==> src/rtl/piso_serializer.sv <==
// piso_serializer: parallel-in / serial-out word serializer.
// A frame of MEMORY_WID words is captured through a valid/ready load port.
// It is replayed one word per beat, word 0 first, on a valid/ready serial port.
// If a new frame is offered during the last beat, it is captured in that same
// beat, so consecutive frames go out back to back with no idle cycle.
module piso_serializer #(
    parameter int DATA_WID   = 8,
    parameter int MEMORY_WID = 4,
    parameter int CNT_WID    = 16
) (
    input  logic                           clk,
    input  logic                           rst_n,
    input  logic [DATA_WID*MEMORY_WID-1:0] load_data,
    input  logic                           load_valid,
    output logic                           load_ready,
    output logic [DATA_WID-1:0]            ser_data,
    output logic                           ser_valid,
    input  logic                           ser_ready,
    output logic                           ser_first,
    output logic                           ser_last,
    output logic                           busy,
    output logic [CNT_WID-1:0]             frame_cnt
);

    localparam int IDX_WID = (MEMORY_WID > 1) ? $clog2(MEMORY_WID) : 1;
    localparam logic [IDX_WID-1:0] LAST_IDX = IDX_WID'(MEMORY_WID - 1);

    typedef enum logic {
        IDLE,
        SHIFT
    } state_t;

    state_t               state;
    logic [IDX_WID-1:0]   word_idx;
    logic [DATA_WID-1:0]  shadow [MEMORY_WID];
    logic                 last_xfer;
    logic                 load_accept;

    // A frame can be taken when idle, or when the final word leaves this cycle.
    // NOTE: load_ready depends combinationally on ser_ready so that a new frame
    // can be taken during the final beat; every ser_* output stays registered.
    assign last_xfer   = (state == SHIFT) && ser_last && ser_ready;
    assign load_ready  = (state == IDLE) || last_xfer;
    assign load_accept = load_valid && load_ready;

    // Serial side is decoded straight from registers: state and the word mux.
    assign ser_valid = (state == SHIFT);
    assign busy      = (state == SHIFT);
    assign ser_data  = (state == SHIFT) ? shadow[word_idx] : '0;

    // Frame FSM: capture, advance word index on each beat, count finished frames.
    always_ff @(posedge clk) begin
        // NOTE: all state is updated with non-blocking assignments so every
        // register samples the values from before this edge, in any order.
        if (!rst_n) begin
            state     <= IDLE;
            word_idx  <= '0;
            ser_first <= 1'b0;
            ser_last  <= 1'b0;
            frame_cnt <= '0;
            // NOTE: the shadow words are reset as well, so ser_data comes out
            // of reset as a known 0 and never shows stale frame contents.
            for (int i = 0; i < MEMORY_WID; i++) begin
                shadow[i] <= '0;
            end
        end else begin
            if (load_accept) begin
                for (int i = 0; i < MEMORY_WID; i++) begin
                    shadow[i] <= load_data[i*DATA_WID +: DATA_WID];
                end
                state     <= SHIFT;
                word_idx  <= '0;
                ser_first <= 1'b1;
                ser_last  <= (LAST_IDX == '0);
            end else if ((state == SHIFT) && ser_ready) begin
                if (ser_last) begin
                    state     <= IDLE;
                    ser_first <= 1'b0;
                    ser_last  <= 1'b0;
                end else begin
                    word_idx  <= word_idx + IDX_WID'(1);
                    ser_first <= 1'b0;
                    ser_last  <= ((word_idx + IDX_WID'(1)) == LAST_IDX);
                end
            end

            if (last_xfer) begin
                frame_cnt <= frame_cnt + CNT_WID'(1);
            end
        end
    end

endmodule

==> config.mk <==
export PLATFORM = sky130hd
export DESIGN_NAME = piso_serializer
export DESIGN_NICKNAME = d
export VERILOG_FILES = /design/src/rtl/piso_serializer.sv
export SDC_FILE = /design/constraint.sdc
export NUM_CORES = 1
export LEC_CHECK = 0
export ABC_AREA = 1
export CAP_MARGIN = 20
export CORE_MARGIN = 4
export CORE_UTILIZATION = 55
export CTS_BUF_LIST = sky130_fd_sc_hd__clkbuf_2
export CTS_CLUSTER_SIZE = 24
export DETAILED_ROUTE_END_ITERATION = 10
export PLACE_DENSITY = 0.91
export SYNTH_ARGS = -nofsm -noshare
export SYNTH_HDL_FRONTEND = slang
export SYNTH_SLANG_ARGS = --single-unit
==> constraint.sdc <==
create_clock -name clk -period 3.4 [get_ports clk]
set_clock_uncertainty 0.2 [all_clocks]
set_input_delay 1.02 -clock clk [delete_from_list [all_inputs] [get_ports clk]]
set_output_delay 1.02 -clock clk [all_outputs]
set_load 0.01 [all_outputs]
==> results.txt <==
Ys Warns: 0
Die ar.: 5900 um2
Max clock buf depth: 2
Vias/cell: 5.10
Share of the clock period used by the worst path: 95.9%
Row Count: 24
RSZ-0062 raised after global routing: false
ANT nets after route: 0
Top-area cell type share of the netlist area: 36.9%
Outcome: finished, final reports clean
Final TNS setup: 0 ns
Clock Latency Late Sink: 0.43 ns
Clock-pin transition on the worst setup and hold timing paths: 0.26 ns
Core Region: 4470 um2
Worst path bufs/invs: 2
Die height: 76.8 um
Wirelength per Cell: 13.9 um
Final HPWL DP: 4.41 mm
Number of vias in the routed layout: 2203
Netlist Area Pre-Place: 2600 um2
Seq/Total Area, Yosys: 54.6%
# clock sinks: 55
Worst setup SP type: flip-flop
Placed insts: 423
Worst slew pin tran: 0.606 ns
Largest net degree at the start of global routing: 37
Top Family by Delay on Critical Path: buffers and inverters
Met3 Use GR: 4.45%
Hold WC Path Type: reg -> reg
GR peak layer: met2
TritonCTS buffer count: 5
DR pass1 iterations: 4
Final Hold Vio Count: 0
Die width: 76.8 um
Clock root buffer: clkbuf_2
Area taken by multi-input logic gates: 910 um2
Register area: 1430 um2
Crit path DAT: 2.04 ns
Tmin final: 3.26 ns
Vias in the first global route: 2187
Fmax: 0.307 GHz
CP max stage delay: 0.55 ns
RePlAce Congestion: 0.834
Placed inst area: 3290 um2
Final routed DRC violation total: 0
H-Tree Depth: 2
Peak supply drop: 0.218 mV
Post-Syn Nets: 350
DR iter-0 viols: 152
Nets@finish: 417
CTS tree: built
Routed WL: 5.99 mm
Kind of critical path: reg -> out
Met2 usage: 35.8%
Io pins: 65
GRT overflow: 0
Syn avg cell area: 8.34 um2
Area grow syn2layout: 28.2%
Final non-filler cell total: 432
Synth area leaders: edfxtp_1 (37%), dfxtp_1 (18%), nor2_1 (12%)
Worst-path fanout max: 8
Cell Chain, Critical Path: buf_4 > nor2_1 > nor2_1 > o21ai_0 > a21oi_1 > clkdlybuf4s50_1
Worst path required time: 2.18 ns
First-pass GRT wire length: 9.87 mm
Initial antenna violation count: 0
Static Leak: 1.42 nW
IO Port Bufs: 64
Post-route cell area: 3340 um2
Worst slew margin: 59.5%
Fillcell total: 332
Starting Density: 58.2%
Synthesis-stage register bit count: 55
Post-synth cell types: 27
Final setup vio count: 0
Slew Viols, Final: 0
PD cells: 341 nW/um2
Crit path max-delay cell type: clkdlybuf4s50_1
Cell count after synthesis: 312
Layout cell share with drive strength beyond 1: 7.37%
Most used cell, CP: nor2_1
Met1 Usage GRT: 25.3%
Overall Global Routing Usage: 20.4%
Largest area contributor in the synthesized netlist: edfxtp_1
CP endpoint kind: primary output
Ant diodes: 0
Max cap viols: 0
## kinds of logic (layout without fill, tap and decap cells)
kind of cell | Yosys count | after routing | share of synthesized area (%)
AOI/OAI and AO/OA | 46 | 46 | 8.99
DFF | 55 | 55 | 54.6
adders and majority gates | 2 | 2 | 0.961
buffers and inverters | 62 | 130 | 10.4
and+or+nand+nor | 146 | 146 | 24.7
xor gates and xnor gates | 1 | 1 | 0.337
## state kept, by name, summed over array words and instances (netlist names), named ones only
signal / cells
frame_cnt: 16
ser_first: 1
shadow: 32
word_idx: 2
busy: 1
ser_last: 1
## area by class of cell
| type | instances | area share [%] |
|---|---|---|
| clock inverters | 2 | 0.263 |
| repair buffers | 71 | 21.1 |
| well taps | 52 | 1.95 |
| clock buffers | 6 | 0.900 |
| multi-input cells | 195 | 27.3 |
| inverters | 51 | 5.74 |
| flip-flops and latches | 55 | 42.8 |
## final timing paths
| path | endpoint | from | slack [ns] | cells past startpoint |
|---|---|---|---|---|
| max | ser_data[0] | flip-flop | 0.14 | 6 |
| min | ser_first | ser_first | 0.31 | 2 |
| max reg2reg | shadow[0][7] | ser_last | 1.46 | 5 |
| min reg2reg | ser_first | ser_first | 0.31 | 2 |
## per-stage QoR
| stage | utilization [%] | power, W | hold WS (ns) | setup slack, ns |
|---|---|---|---|---|
| 2_1_floorplan | - | 0.000828 | 0.268 | 0.914 |
| 3_3_place_gp | 73.4 | 0.000901 | 0.263 | -0.0478 |
| 3_5_place_dp | 73.4 | 0.000909 | 0.283 | -0.0709 |
| 4_1_cts | 74.3 | 0.00114 | 0.316 | 0.0809 |
| 5_1_grt | 74.6 | 0.00118 | 0.330 | 0.00911 |
| 6_report | 74.6 | 0.00114 | 0.312 | 0.138 |
## power by group
part           switching [W]  total [W]  internal, W
Sequential         0.0000126   0.000752     0.000739
Combinational      0.0000693   0.000143    0.0000738
Clock               0.000192   0.000243    0.0000513
## routing by layer
layer  up-vias  routed length (um)
met5         -                   0
met4         0                  85
met3         9                 348
met2        74                3010
met1      1002                2540
li1       1118                   -
## synthesized netlist by cell type
| cell | count |
|---|---|
| a21oi_1 | 22 |
| inv_2 | 1 |
| inv_1 | 50 |
| nand3_2 | 1 |
| edfxtp_1 | 32 |
| nand4_1 | 5 |
| dfxtp_1 | 23 |
| nand3_1 | 11 |
| nand2_4 | 1 |
| a41oi_1 | 1 |
| nor3b_1 | 2 |
| clkbuf_1 | 2 |
| nor2_1 | 86 |
| buf_2 | 4 |
| o21ai_0 | 22 |
| o21ai_1 | 1 |
| buf_4 | 1 |
| buf_6 | 4 |
| xor2_1 | 1 |
| nor2_4 | 2 |
| nor2_8 | 1 |
| nor2_2 | 1 |
| nand2_1 | 31 |
| and2_1 | 1 |
| nand2_2 | 3 |
| ha_1 | 2 |
| or2_2 | 1 |
## cell usage in the layout, fill, tap and decap left out, types with 2 or more instances in the layout
cell type	count
edfxtp_1	32
o21ai_0	22
buf_4	6
ha_1	2
nor2_4	2
nand2_1	31
nand3_1	11
nand2_2	3
clkdlybuf4s50_1	63
dfxtp_1	21
nor2_1	86
inv_2	2
nand4_1	5
nor3b_1	2
clkbuf_2	6
inv_1	50
a21oi_1	22
## worst reg2reg max path: stages (launching register included)
cell     delay (ns)
dfxtp_1        0.51
nand3_2        0.12
buf_4          0.16
a21oi_1        0.18
nand2_2        0.37
nor2_1         0.26
## repair_timing
action / in CTS / in global routing
resized for setup: 2 / 2
setup endpoints to repair: 5 / 5
hold buffers: 0 / 0
buffers inserted: 0 / 1
Power figures use the tool's default switching activity.
